`config.mk`:
```
export PLATFORM = sky130hd
export DESIGN_NAME = audio_period_detector
export DESIGN_NICKNAME = d
export VERILOG_FILES = /design/src/rtl/audio_period_detector.sv
export SDC_FILE = /design/constraint.sdc
export NUM_CORES = 1
export LEC_CHECK = 0
export ABC_AREA = 1
export BUFFER_PORTS_ARGS = -buffer_cell sky130_fd_sc_hd__clkbuf_2
export CORE_ASPECT_RATIO = 2
export CORE_MARGIN = 4
export CORE_UTILIZATION = 55
export CTS_BUF_LIST = sky130_fd_sc_hd__clkbuf_4
export DETAILED_ROUTE_END_ITERATION = 10
export PLACE_DENSITY_LB_ADDON = 0.1
export SYNTH_ARGS = -nofsm -noshare
export SYNTH_HDL_FRONTEND = slang
export SYNTH_SLANG_ARGS = --single-unit
```
`constraint.sdc`:
```
create_clock -name clk -period 2.8 [get_ports clk]
set_input_delay 0.28 -clock clk [delete_from_list [all_inputs] [get_ports clk]]
set_output_delay 0.28 -clock clk [all_outputs]
set_load 0.05 [all_outputs]
```
`src/rtl/audio_period_detector.sv`:
```
// Tone period detector: classifies accepted ADC samples with hysteresis and
// measures the distance in accepted samples between successive LOW->HIGH edges.
module audio_period_detector #(
    parameter int unsigned W    = 24,
    parameter int unsigned HYST = 2048,
    parameter int unsigned CW   = 20
) (
    input  logic          clk,
    input  logic          reset,
    input  logic          en,
    input  logic          read_ready,
    input  logic [W-1:0]  readdata,
    output logic          read,
    output logic [CW-1:0] period,
    output logic          period_valid,
    output logic          tone_present,
    output logic          level
);

    typedef enum logic [1:0] {
        StUnknown,
        StLow,
        StHigh
    } state_e;

    localparam logic signed [W-1:0] HystPos = $signed(W'(HYST));
    localparam logic signed [W-1:0] HystNeg = -HystPos;
    localparam logic [CW-1:0]       CntMax  = '1;

    state_e           state_q, state_d;
    logic             armed_q, armed_d;
    logic [CW-1:0]    cnt_q, cnt_d;
    logic [CW-1:0]    period_q, period_d;
    logic             period_valid_q, period_valid_d;
    logic             tone_q, tone_d;
    logic             rising;
    logic signed [W-1:0] sample;

    assign read   = en & read_ready;
    assign sample = $signed(readdata);

    always_comb begin
        state_d        = state_q;
        armed_d        = armed_q;
        cnt_d          = cnt_q;
        period_d       = period_q;
        period_valid_d = 1'b0;
        tone_d         = tone_q;
        rising         = 1'b0;

        if (read) begin
            if (sample > HystPos) begin
                state_d = StHigh;
            end else if (sample < HystNeg) begin
                state_d = StLow;
            end

            // UNKNOWN->HIGH is deliberately not an edge: first lock needs a real LOW.
            rising = (state_q == StLow) && (state_d == StHigh);

            if (rising) begin
                cnt_d   = CW'(1);
                armed_d = 1'b1;
                if (armed_q) begin
                    period_d       = cnt_q;
                    period_valid_d = 1'b1;
                    tone_d         = 1'b1;
                end
            end else if (armed_q) begin
                if (cnt_q != CntMax) begin
                    cnt_d = cnt_q + CW'(1);
                end
                // Too long since the last edge: drop lock, next edge only re-arms.
                if (cnt_d == CntMax) begin
                    armed_d = 1'b0;
                    tone_d  = 1'b0;
                end
            end
        end
    end

    always_ff @(posedge clk) begin
        if (reset) begin
            state_q        <= StUnknown;
            armed_q        <= 1'b0;
            cnt_q          <= '0;
            period_q       <= '0;
            period_valid_q <= 1'b0;
            tone_q         <= 1'b0;
        end else begin
            state_q        <= state_d;
            armed_q        <= armed_d;
            cnt_q          <= cnt_d;
            period_q       <= period_d;
            period_valid_q <= period_valid_d;
            tone_q         <= tone_d;
        end
    end

    assign period       = period_q;
    assign period_valid = period_valid_q;
    assign tone_present = tone_q;
    assign level        = (state_q == StHigh);

endmodule

```
# Yosys cells after proc, flatten, opt, wreduce, memory -nomap -nowiden
# Index checks and enable logic that the tools add are counted.
# totals
wordCells	41
out_inout_bits	24
in_bits	28
ff_bits	45
# classes
n_reduce_logical	7
magnitude_cmp	2
n_mux	17
bitwise_logic	3
n_eq_ne	5
addsub	1
# ops
cell	count
2-to-1 mux 20 bit	6
> comparator 24 x 13 -> 1 bit (second input constant)	1
less-than comparator 24 x 12 -> 1 bit (second input constant)	1
adder 20 x 1 -> 20 bit (second input constant)	1
equality test 20 bit (second input constant)	1
!= test 20 bit (second input constant)	1
2-to-1 mux 1 bit	8
2-to-1 mux 2 bit	3
AND reduction 3 bit	2
equality test 2 bit (second input constant)	2
nonzero test 2 bit	2
OR reduction 3 bit	1
equality test 2 x 1 -> 1 bit (second input constant)	1
inverter 1 bit	2
AND reduction 2 bit	1
AND 1 bit	1
logical AND 1 bit	1

# Depth between registers and ports, before layout
# logic_depth
word_depth	12
ltp_mapped	15
depth_no_buf	15

# Worst setup path before layout
# Ideal clock, no wire load.
# synth_path
path_type	register -> register
start	register cnt_q[0]
end	register tone_q (netlist: tone_present)
required_time_ns	2.684
arrival_ns	1.741
period_less_slack_ns	1.857
setup_time_ns	0.116
path_buffers	0
path_stages_with_launch	15
path_slack_ns	0.943
cell_sequence	dfxtp_1 > ha_1 > nand2_1 > nor2_2 > nand2_2 > nor2_4 > nand2_4 > nand2_2 > inv_1 > nor2_1 > nand3_1 > nor2_2 > nand3_1 > nand3_1 > nand2_1
# synth_via
elab_chain_cells	8
word_cells_on_any_way	9
cone_classes	1 x add/sub; 2 x eq/ne; 4 x mux; 2 x reduce/logical
# synth_lines
element	line	text
from (decl)	32	logic [CW-1:0] cnt_q, cnt_d;
from (signal assigned)	93	cnt_q <= cnt_d;
adder 20 x 1 -> 20 bit / != test 20 bit (equally long branches)	71, 70	
2-to-1 mux 20 bit (*)	70	if (cnt_q != CntMax) begin
2-to-1 mux 20 bit (*)	69	end else if (armed_q) begin
2-to-1 mux 20 bit (*)	61	if (rising) begin
2-to-1 mux 20 bit (*)	51	if (read) begin
equality test 20 bit (*)	74	if (cnt_d == CntMax) begin
nonzero test 2 bit (no source line) (*)	--	
AND reduction 3 bit (no source line) (*)	--	
to (signal assigned)	96	tone_q <= tone_d;
to (decl)	35	logic tone_q, tone_d;
# Mark *: on every way between the ends. The rest lies on a longest branch, timed or not. The select of a mux whose other input is x is not followed.
# A chain may end at the register's enable or synchronous reset.

# Final worst setup path
# Ends and elaborated chain as after synthesis.

==> summary.txt <==
Clock network
  – Worst-path clk slew: 0.13 ns
  – Clk sink count: 45
  – Post-CTS setup buffers: 0
  – CTS H-tree depth: 2
  – Hold_buf cts: 0
  – CTS tree: built
  – Max Buffers Root-to-Sink: 2
  – Clk root buf: clkbuf_4
  – Latest clock arrival within the worst-skew pair: 0.36 ns
  – Num CTS Buffers: 5
  – Post-cts resize count: 0

Synthesis
  – Xor/xnor cell area share of the yosys netlist: 0.0206
  – Yosys warns: 0
  – Sequential area share after synthesis: 0.354
  – Mapped Cells: 386
  – Simple-Gate Fraction of Synth Area: 0.409
  – Register bit total from synthesis: 45
  – Synthesized area: 0.00254 sq mm
  – Post-synthesis compound-gate area fraction: 0.133
  – Syn nets: 415
  – Multiplexer share of the synthesized area: 0
  – Syn Area/Cell: 6.59 sq um
  – Yosys cell types: 32
  – Largest family of logic cells by synthesized area: simple AND/OR/NAND/NOR gates
  – Synth Area in Adders: 0.00492

Layout
  – Final nets: between 400 and 500
  – Most frequent cells in the layout: nand2_1, nand3_1, clkbuf_2
  – Layout Cells excl Fill: 485
  – Layout cells sized above 1: 0.197
  – Area Overhead vs Synth: 13.6%
  – N_diodes: 0
  – Most common cell after layout, fill and taps aside: nand2_1
  – Finished Cell Area: 0.00289 sq mm

Worst setup path
  – Worst setup SP type: flip-flop
  – R2r endpoint: tone_present
  – WP data arrival: 2.74 ns
  – CP Cell Sequence: ha_1 -> nand2_1 -> nor2_2 -> nand2_2 -> nor2_4 -> nand2_4 -> nand3_1 -> nand4_1 -> nor2_1 -> nand3_1 -> nand3_1 -> nand2_1
  – Most common cell on crit path: nand3_1
  – Reg2reg setup slack: between 0.3 and 0.4 ns
  – Worst Path Max Fanout: 19
  – Critical Path RT: 3.06 ns
  – Slowest cell on the critical path: dfxtp_1
  – RR Startpoint: cnt_q[0]
  – CP endpoint kind: flip-flop
  – R2R cell count: 12
  – Critical path class: reg -> reg
  – Slowest stage delay, CP: 0.50 ns

Global routing
  – Vias in the first global route: 2732
  – Most used routing layer: met2
  – First-pass GRT wire length: 12600 um
  – GR Layer Usage met2: 0.475
  – Initial antenna violation count: 0
  – Grt met1 use: 0.284
  – GR Overflow Total: 0
  – Global-route met3 utilization: 0.0323
  – Largest net degree at the start of global routing: 37
  – Total track usage: 0.267

STA
  – Tightest Pin Transition: 1.14 ns
  – Hold Vio Cnt, Final: 0
  – Slew HR: 0.239
  – Setup TNS: 0 ns
  – RSZ-0062 raised after global routing: no
  – Tcrit/Tclk final: 0.884
  – Slew Viols, Final: 0
  – Final number of setup-violating endpoints: 0
  – Final hold slack: 0.310 ns
  – Setup Skew: 0.00901 ns
  – F_max: 0.404 GHz
  – Minimum clock period: 2.47 ns

Placement
  – DP Area: roughly 0.0028 sq mm
  – GP Congestion: 0.961
  – IO buf count: 51
  – Post-DP HPWL: 5550 um
  – Placed Instances: 477

Route
  – Initial drt markers: 79
  – WL final: around 7400 um
  – Vias per Instance: 5.66
  – Number of routed nets with antenna violations: 0
  – Via count: roughly 2700
  – Drt wl/cell: 15.3 um
  – DR pass1 iterations: 5
  – Post-route DRC: 0

Floorplanning
  – Die area: 0.00585 sq mm
  – Initial core utilization: 0.575
  – # IOs: 52
  – Core footprint: 0.00442 sq mm
  – Die Span Y: 104 um
  – Die Width: 56.1 um
  – # rows: 34

Pwr
  – Pwr Density: about 380 mW/mm^2
  – Leakage power: 1.22 nW
  – Worst vdd ir: roughly 0.38 mV

Worst hold path
  – Hold Path Origin: read_ready
  – Hold depth: 5
  – Min-delay worst type: in -> reg
  – WHS Endpoint: state_q[1]

Run
  – Number of max-cap violations: 0

Run status
  – Status: complete, no violations
state kept, by name (all words and copies together), names as in the netlist:
name / cells
armed_q: 1
cnt_q: 20
period: 20
period_valid: 1
state_q: 2
tone_present: 1
worst max-delay path, delay by kind of cell, from the launching register on:
family	cells	cell delay, ns
AND/OR/NAND/NOR	11	1.53
flip-flops	1	0.50
adder cells (fa/ha/maj)	1	0.34
metrics by stage:
step | setup WS, ns | power (mW) | utilization
4_1_cts | 0.341 | 1.11 | 0.654
5_1_grt | 0.160 | 1.14 | 0.654
2_1_floorplan | 0.943 | 0.686 | -
6_report | 0.326 | 1.10 | 0.654
3_3_place_gp | 0.379 | 0.714 | 0.636
3_5_place_dp | 0.369 | 0.715 | 0.636
per-layer routing:
metal | vias up | share of wire
li1 | 1379 | -
met1 | 1234 | 0.36
met2 | 105 | 0.55
met3 | 25 | 0.045
met4 | 0 | 0.049
met5 | - | 0
synthesized netlist by cell type:
master	number	area share
a21oi_1	36	0.071
nor2_4	3	0.013
clkbuf_1	9	0.013
nor4b_1	1	0.0034
nor4_1	2	0.0049
xnor2_1	2	0.0069
nand4_1	12	0.029
or2_0	1	0.0025
ha_1	1	0.0049
o21bai_1	1	0.0030
nand2_1	67	0.099
nor3_4	1	0.0064
and2_1	2	0.0049
nor3_1	1	0.0020
inv_2	2	0.0030
a31oi_1	1	0.0025
o21ai_0	26	0.051
xor2_1	4	0.014
inv_1	31	0.046
nand2_2	9	0.022
nand3_1	63	0.12
dfxtp_1	45	0.35
buf_1	1	0.0015
and2_0	2	0.0049
buf_4	2	0.0059
o21ai_1	1	0.0020
nor2_1	45	0.066
nor2_2	7	0.017
nand3_2	1	0.0039
o311ai_0	1	0.0034
buf_2	5	0.0098
nand2_4	1	0.0044
kinds of logic (layout without fill, tap and decap cells):
group / count (synthesis) / after routing
simple gates: 218 / 218
compound gates: 66 / 66
buf+inv: 50 / 95
flops: 45 / 45
xor+xnor: 6 / 6
fa+ha+maj: 1 / 1
power breakdown:
group          total [mW]  internal [mW]  switching, mW
logic              0.0570         0.0216         0.0354
clock network       0.400          0.185          0.215
registers           0.644          0.642        0.00143
final cells by class:
class / instances / area, sq um
clock buffer: 5 / 37.5
timing repair buffer: 54 / 278
fill: 448 / 1530
clock inverter: 3 / 41.3
tap: 54 / 67.6
multi-input combinational: 291 / 1440
inverter: 33 / 124
sequential: 45 / 901
how the worst max path moves through the flow:
stage / start / end
2_1_floorplan: cnt_q[0] / tone_present
3_3_place_gp: cnt_q[0] / tone_present
3_5_place_dp: cnt_q[0] / tone_present
4_1_cts: cnt_q[0] / tone_present
5_1_grt: cnt_q[0] / tone_present
6_report: cnt_q[0] / tone_present
(Power assumes the default switching activity.)
